## config.mk

```make
export PLATFORM = sky130hd
export DESIGN_NAME = score_judge
export DESIGN_NICKNAME = d
export VERILOG_FILES = /design/src/rtl/score_pkg.sv /design/src/rtl/lane_judge.sv /design/src/rtl/score_judge.sv
export SDC_FILE = /design/constraint.sdc
export NUM_CORES = 1
export LEC_CHECK = 0
export ABC_AREA = 1
export CAP_MARGIN = 30
export CORE_ASPECT_RATIO = 0.7
export CORE_UTILIZATION = 35
export DETAILED_ROUTE_END_ITERATION = 12
export PLACE_DENSITY_LB_ADDON = 0.1
export SLEW_MARGIN = 25
export SYNTH_ARGS = -nofsm -noshare
export SYNTH_HDL_FRONTEND = slang
export SYNTH_SLANG_ARGS = --single-unit
```

## constraint.sdc

```tcl
create_clock -name Clk -period 5.4 [get_ports Clk]
set_input_delay 1.08 -clock Clk [delete_from_list [all_inputs] [get_ports Clk]]
set_output_delay 1.08 -clock Clk [all_outputs]
set_load 0.02 [all_outputs]
```

## src/rtl/score_pkg.sv

```systemverilog
// Shared types and default tuning constants for the note-highway hit judge.
package score_pkg;

  typedef enum logic [1:0] {
    IDLE   = 2'd0,
    ARMED  = 2'd1,
    JUDGED = 2'd2
  } lane_state_t;

  localparam int unsigned NUM_LANES_DEF  = 5;
  localparam int unsigned POS_W_DEF      = 10;
  localparam int unsigned SCORE_W_DEF    = 16;
  localparam int unsigned COMBO_W_DEF    = 8;
  localparam int unsigned HIT_LO_DEF     = 410;
  localparam int unsigned HIT_HI_DEF     = 440;
  localparam int unsigned PERF_LO_DEF    = 420;
  localparam int unsigned PERF_HI_DEF    = 430;
  localparam int unsigned COMBO_STEP_DEF = 8;
  localparam int unsigned MAX_MULT_DEF   = 4;
  localparam int unsigned MULT_W         = 3;

endpackage

```

## src/rtl/lane_judge.sv

```systemverilog
// One lane of the hit judge: key edge detect, IDLE/ARMED/JUDGED FSM and
// registered hit/perfect/miss pulses.
// Optional macro GHOST_PENALTY_EN: a key edge outside ARMED registers a miss.
module lane_judge
  import score_pkg::*;
#(
  parameter int unsigned POS_W   = POS_W_DEF,
  parameter int unsigned HIT_LO  = HIT_LO_DEF,
  parameter int unsigned HIT_HI  = HIT_HI_DEF,
  parameter int unsigned PERF_LO = PERF_LO_DEF,
  parameter int unsigned PERF_HI = PERF_HI_DEF
) (
  input  logic             clk,
  input  logic             rst_n,
  input  logic [POS_W-1:0] y_pos,
  input  logic             key,
  output logic             hit_pulse,
  output logic             perfect_pulse,
  output logic             miss_pulse
);

  localparam logic [POS_W-1:0] HIT_LO_Y  = POS_W'(HIT_LO);
  localparam logic [POS_W-1:0] HIT_HI_Y  = POS_W'(HIT_HI);
  localparam logic [POS_W-1:0] PERF_LO_Y = POS_W'(PERF_LO);
  localparam logic [POS_W-1:0] PERF_HI_Y = POS_W'(PERF_HI);

  lane_state_t state_q, state_d;
  logic        key_q, key_d;
  logic        hit_q, hit_d;
  logic        perf_q, perf_d;
  logic        miss_q, miss_d;
  logic        key_edge;
  logic        in_win;
  logic        in_perf;

  // Next-state and pulse decode for this lane.
  always_comb begin
    key_d    = key;
    key_edge = key & ~key_q;
    in_win   = (y_pos > HIT_LO_Y) && (y_pos < HIT_HI_Y);
    in_perf  = (y_pos > PERF_LO_Y) && (y_pos < PERF_HI_Y);
    state_d  = state_q;
    hit_d    = 1'b0;
    perf_d   = 1'b0;
    miss_d   = 1'b0;
    unique case (state_q)
      IDLE: begin
        if (in_win) state_d = ARMED;
`ifdef GHOST_PENALTY_EN
        if (key_edge) miss_d = 1'b1;
`endif
      end
      ARMED: begin
        if (key_edge) begin
          state_d = JUDGED;
          hit_d   = 1'b1;
          perf_d  = in_perf;
        end else if (y_pos >= HIT_HI_Y) begin
          state_d = JUDGED;
          miss_d  = 1'b1;
        end else if (y_pos <= HIT_LO_Y) begin
          state_d = IDLE;
        end
      end
      JUDGED: begin
        if (y_pos <= HIT_LO_Y) state_d = IDLE;
`ifdef GHOST_PENALTY_EN
        if (key_edge) miss_d = 1'b1;
`endif
      end
      default: state_d = IDLE;
    endcase
  end

  // Lane state, key history and pulse registers.
  always_ff @(posedge clk or negedge rst_n) begin
    if (!rst_n) begin
      state_q <= IDLE;
      key_q   <= 1'b0;
      hit_q   <= 1'b0;
      perf_q  <= 1'b0;
      miss_q  <= 1'b0;
    end else begin
      state_q <= state_d;
      key_q   <= key_d;
      hit_q   <= hit_d;
      perf_q  <= perf_d;
      miss_q  <= miss_d;
    end
  end

  assign hit_pulse     = hit_q;
  assign perfect_pulse = perf_q;
  assign miss_pulse    = miss_q;

endmodule

```

## src/rtl/score_judge.sv

```systemverilog
// Multi-lane hit judge with per-player saturating scores and a combo-driven
// multiplier. Optional macro GHOST_PENALTY_EN (handled inside lane_judge).
module score_judge
  import score_pkg::*;
#(
  parameter int unsigned NUM_LANES  = NUM_LANES_DEF,
  parameter int unsigned POS_W      = POS_W_DEF,
  parameter int unsigned SCORE_W    = SCORE_W_DEF,
  parameter int unsigned COMBO_W    = COMBO_W_DEF,
  parameter int unsigned HIT_LO     = HIT_LO_DEF,
  parameter int unsigned HIT_HI     = HIT_HI_DEF,
  parameter int unsigned PERF_LO    = PERF_LO_DEF,
  parameter int unsigned PERF_HI    = PERF_HI_DEF,
  parameter int unsigned COMBO_STEP = COMBO_STEP_DEF,
  parameter int unsigned MAX_MULT   = MAX_MULT_DEF
) (
  input  logic                       Clk,
  input  logic                       Reset_n,
  input  logic [NUM_LANES*POS_W-1:0] lane_y_pos,
  input  logic [NUM_LANES-1:0]       lane_key,
  input  logic                       player_sel,
  input  logic                       score_clear,
  output logic [SCORE_W-1:0]         score_1,
  output logic [SCORE_W-1:0]         score_2,
  output logic [COMBO_W-1:0]         combo,
  output logic [MULT_W-1:0]          multiplier,
  output logic [NUM_LANES-1:0]       hit_pulse,
  output logic [NUM_LANES-1:0]       perfect_pulse,
  output logic [NUM_LANES-1:0]       miss_pulse
);

  localparam int unsigned BASE_W = $clog2(2 * NUM_LANES + 1);
  localparam int unsigned CNT_W  = $clog2(NUM_LANES + 1);

  logic [BASE_W-1:0]  base_q, base_d;
  logic [CNT_W-1:0]   hits_q, hits_d;
  logic               miss_any_q, miss_any_d;
  logic [SCORE_W-1:0] score1_q, score1_d;
  logic [SCORE_W-1:0] score2_q, score2_d;
  logic [COMBO_W-1:0] combo_q, combo_d;
  logic [MULT_W-1:0]  mult_q, mult_d;
  logic [SCORE_W-1:0] add;
  logic [SCORE_W:0]   sum1;
  logic [SCORE_W:0]   sum2;
  logic [COMBO_W:0]   combo_sum;
  logic [COMBO_W-1:0] steps;

  for (genvar g = 0; g < NUM_LANES; g++) begin : g_lane
    lane_judge #(
      .POS_W  (POS_W),
      .HIT_LO (HIT_LO),
      .HIT_HI (HIT_HI),
      .PERF_LO(PERF_LO),
      .PERF_HI(PERF_HI)
    ) u_lane (
      .clk          (Clk),
      .rst_n        (Reset_n),
      .y_pos        (lane_y_pos[g*POS_W +: POS_W]),
      .key          (lane_key[g]),
      .hit_pulse    (hit_pulse[g]),
      .perfect_pulse(perfect_pulse[g]),
      .miss_pulse   (miss_pulse[g])
    );
  end

  // Reduce this cycle's lane pulses to base points, hit count and miss flag;
  // a clear in the same cycle drops them so they never reach the scores.
  always_comb begin
    base_d     = '0;
    hits_d     = '0;
    miss_any_d = |miss_pulse;
    for (int unsigned i = 0; i < NUM_LANES; i++) begin
      if (perfect_pulse[i]) base_d = base_d + BASE_W'(2);
      else if (hit_pulse[i]) base_d = base_d + BASE_W'(1);
      if (hit_pulse[i]) hits_d = hits_d + CNT_W'(1);
    end
    if (score_clear) begin
      base_d     = '0;
      hits_d     = '0;
      miss_any_d = 1'b0;
    end
  end

  // Accumulate scores with the pre-update multiplier, then advance the combo
  // and derive the next multiplier from the new combo value.
  always_comb begin
    add       = SCORE_W'(base_q) * SCORE_W'(mult_q);
    sum1      = {1'b0, score1_q} + {1'b0, add};
    sum2      = {1'b0, score2_q} + {1'b0, add};
    score1_d  = score1_q;
    score2_d  = score2_q;
    if (player_sel) score1_d = sum1[SCORE_W] ? '1 : sum1[SCORE_W-1:0];
    else            score2_d = sum2[SCORE_W] ? '1 : sum2[SCORE_W-1:0];
    combo_sum = {1'b0, combo_q} + (COMBO_W+1)'(hits_q);
    if (miss_any_q) combo_d = '0;
    else            combo_d = combo_sum[COMBO_W] ? '1 : combo_sum[COMBO_W-1:0];
    steps = combo_d / COMBO_W'(COMBO_STEP);
    if (steps >= COMBO_W'(MAX_MULT - 1)) mult_d = MULT_W'(MAX_MULT);
    else                                 mult_d = MULT_W'(steps) + MULT_W'(1);
    if (score_clear) begin
      score1_d = '0;
      score2_d = '0;
      combo_d  = '0;
      mult_d   = MULT_W'(1);
    end
  end

  // Pulse summary stage and score/combo/multiplier registers.
  always_ff @(posedge Clk or negedge Reset_n) begin
    if (!Reset_n) begin
      base_q     <= '0;
      hits_q     <= '0;
      miss_any_q <= 1'b0;
      score1_q   <= '0;
      score2_q   <= '0;
      combo_q    <= '0;
      mult_q     <= MULT_W'(1);
    end else begin
      base_q     <= base_d;
      hits_q     <= hits_d;
      miss_any_q <= miss_any_d;
      score1_q   <= score1_d;
      score2_q   <= score2_d;
      combo_q    <= combo_d;
      mult_q     <= mult_d;
    end
  end

  assign score_1    = score1_q;
  assign score_2    = score2_q;
  assign combo      = combo_q;
  assign multiplier = mult_q;

endmodule

```

==> results_dict.tcl <==
set metrics [dict create \
    ys_top_cells_by_count "nand2_1, inv_1, dfrtp_1, nand3_1, nor2_1" \
    antenna_found_initial 0 \
    io_pins 117 \
    slew_headroom_pct 55.2 \
    arrival_ns 3.70 \
    synth_top_area_share_pct 34.1 \
    syn-num-nets 920 \
    io_buffer_count 116 \
    cp.required_ns 5.62 \
    yosysTopAreaCell "dfrtp_1" \
    p_seq_share_pct 42.9 \
    grt_usage_pct 17.9 \
    drive_gt1_share_pct 4.61 \
    async_reset_ff_share_pct 100 \
    vias_per_cell 4.67 \
    tritoncts "yes" \
    cts_setup_buffers 0 \
    ys_top_cells_by_area "dfrtp_1, nand2_1, inv_1, ha_1, nand3_1" \
    place_congestion 0.850 \
    antenna_cells 0 \
    htree_levels 3 \
    crit_path_start_kind "flip-flop" \
    synth_cells 821 \
    cap_viol_max_count 0 \
    nets 1027 \
    yosysUniqueCellTypes 47 \
    setup_viol 0 \
    ant_nets 0 \
    syn_to_final_growth_pct 27.7 \
    clockPowerShare_pct 44.3 \
    timing_hold_violations_final 0 \
    cpLargestDelayFamily "adder cells" \
    row_count 39 \
    dpl_cell_area_um2 7180 \
    cts_hold_buffers 0 \
    cp.depth 15 \
    synth_edf_count 0 \
    die_height_um 110 \
    grt_overflow_total 0 \
    synth_warnings 0 \
    power.leakage_nw 3.87 \
    cts-root-buf "clkbuf_16" \
    grt_max_degree 52 \
    report.final.slew_viol_count 0 \
    reg2regPathDepth 15 \
    max_stage_delay_ns 0.56 \
    drtPass1Iterations 5 \
    power.internal_mw 1.13 \
    path_max_fanout 8 \
    grt_pass1_wl_mm 24.1 \
    period_share_pct 64.5 \
    clock_skew_ns 0.00672 \
    reg2reg_slack_ns 1.92 \
    worst_slack_ns 1.92 \
    grt_pass1_vias 4929 \
    comb_power_share_pct 12.8 \
    die_area_um2 17300 \
    critPathCapture "score_2[9]" \
    path_cells "nand2_1 > fa_1 > inv_1 > ha_1 > fa_1 > xor2_1 > ha_1 > inv_1 > o21bai_1 > a21oi_1 > nand2_1 > nand3_1 > nand2_1 > o21ai_0 > o21ai_0" \
    power_mw 1.51 \
    syn_avg_cell_area_um2 7.15 \
    ys.flop_type "dfrtp_1" \
    wl_per_cell_um 12.4 \
    hold_path_class "flip-flop to flip-flop" \
    ctsResizeCount 0 \
    n_fill_cell 1628 \
    synth.cell_area_um2 5870 \
    switching_share_pct 25.1 \
    setup_tns_ns 0 \
    drc 0 \
    yosysSeqAreaShare_pct 34.6 \
    dp_slack_ns 1.93 \
    vias 5403 \
    worstSetupEndpointType "flip-flop" \
    crit_slowest_cell "dfstp_2" \
    final_cell_area_um2 7500 \
    ctsLongestPathBuffers 2 \
    rsz0062_at_grt "no" \
    cp.buffers_inverters 2 \
    wl_mm 14.3 \
    place_hpwl_mm 11.3 \
    r2r_start "multiplier[0]" \
    clock_sinks 81 \
    crit_path_frequent_cell "nand2_1" \
    final_util_pct 45.9 \
    clk_latency_ns 0.35 \
    critPathLaunch "multiplier[0]" \
    tightest_slew_ns 0.672 \
    fmax_mhz 287 \
    yosysMostFrequentCell "nand2_1" \
    drt_iter0_drc 305 \
    die_w_um 157 \
    crit_type "flip-flop to flip-flop" \
    vdd_drop_max_mv 0.122 \
    rr_endpoint "score_2[9]" \
    p_sw_mw 0.380 \
    placeableCoreArea_um2 16300 \
    cts_made_buffers 9 \
    clk_pin_slew_worst_paths_ns 0.06 \
    start_util_pct 35.9 \
    cellPowerDensity_nw_per_um2 202 \
    ys_ff_latch 81 \
    period_needed_ns 3.48 \
    outcome "complete, no violations" \
]
-- sequential cells by signal (all words and copies together) (netlist names), 4 cells and up --
name                         flops
base_q                           4
g_lane.u_lane.hit_pulse          5
g_lane.u_lane.miss_pulse         5
g_lane.u_lane.perfect_pulse      5
score_2                         16
g_lane.u_lane.key_q              5
score_1                         16
combo                            8
g_lane.u_lane.state_q           10
-- per-layer routing --
| layer | track usage (%) | wire, um | up-vias |
|---|---|---|---|
| met5 | 0 | 0 | - |
| met2 | 23.3 | 5100 | 145 |
| met1 | 28.5 | 8180 | 2361 |
| li1 | - | - | 2887 |
| met4 | 4.55 | 130 | 0 |
| met3 | 4.18 | 919 | 10 |
-- worst min path at each step --
stage / startpoint / slack, ns / depth (start not counted) / endpoint
2_1_floorplan: g_lane[3].u_lane.key_q / 0.42 / 1 / g_lane[3].u_lane.hit_pulse
3_3_place_gp: g_lane[3].u_lane.key_q / 0.44 / 1 / g_lane[3].u_lane.hit_pulse
3_5_place_dp: g_lane[3].u_lane.key_q / 0.44 / 1 / g_lane[3].u_lane.hit_pulse
4_1_cts: g_lane[3].u_lane.key_q / 0.45 / 1 / g_lane[3].u_lane.hit_pulse
5_1_grt: g_lane[3].u_lane.key_q / 0.47 / 1 / g_lane[3].u_lane.hit_pulse
6_report: g_lane[3].u_lane.key_q / 0.45 / 1 / g_lane[3].u_lane.hit_pulse
-- layout by cell type, fill, tap and decap left out, drive strengths merged, types with 5 or more instances in the layout --
| master | count |
|---|---|
| clkbuf | 10 |
| fa | 6 |
| a31oi | 5 |
| nand3 | 81 |
| clkdlybuf4s50 | 115 |
| or2 | 6 |
| a21o | 7 |
| ha | 34 |
| dfrtp | 80 |
| xor2 | 9 |
| nand2 | 213 |
| nor3 | 20 |
| a21oi | 40 |
| nand4 | 20 |
| o21ai | 40 |
| xnor2 | 7 |
| inv | 125 |
| nor2 | 74 |
-- power groups by stage --
stage	Sequential [mW]	Combinational, mW	Clock, mW
global route	0.652	0.220	0.715
finish	0.650	0.194	0.670
floorplan	0.658	0.0996	0
detailed placement	0.660	0.196	0
CTS	0.650	0.197	0.697
global placement	0.661	0.197	0
-- cell families after synthesis --
kind of cell	after synthesis	share of synthesized area [%]
buffers and inverters	148	10.6
XOR/XNOR	16	2.39
AND/OR/NAND/NOR	425	32.4
AO/OA/AOI/OAI	111	10.7
adder cells (fa/ha/maj)	40	9.30
flip-flops	81	34.6
-- through the flow --
step	cells	hold slack [ns]
floorplan	821	0.420
global placement	1142	0.442
detailed placement	1142	0.440
CTS	1157	0.450
global route	1157	0.469
finish	1157	0.450
-- cell type report --
type,instances,area (um2),area share [%]
flip-flops and latches,81,2030,27.1
clock buffers,10,239,3.19
inverters,125,469,6.26
well taps,225,282,3.76
repair buffers,119,1180,15.8
multi-input cells,592,3220,42.9
clock inverters,5,80.1,1.07
No activity file was read; power rests on OpenSTA's default activity.
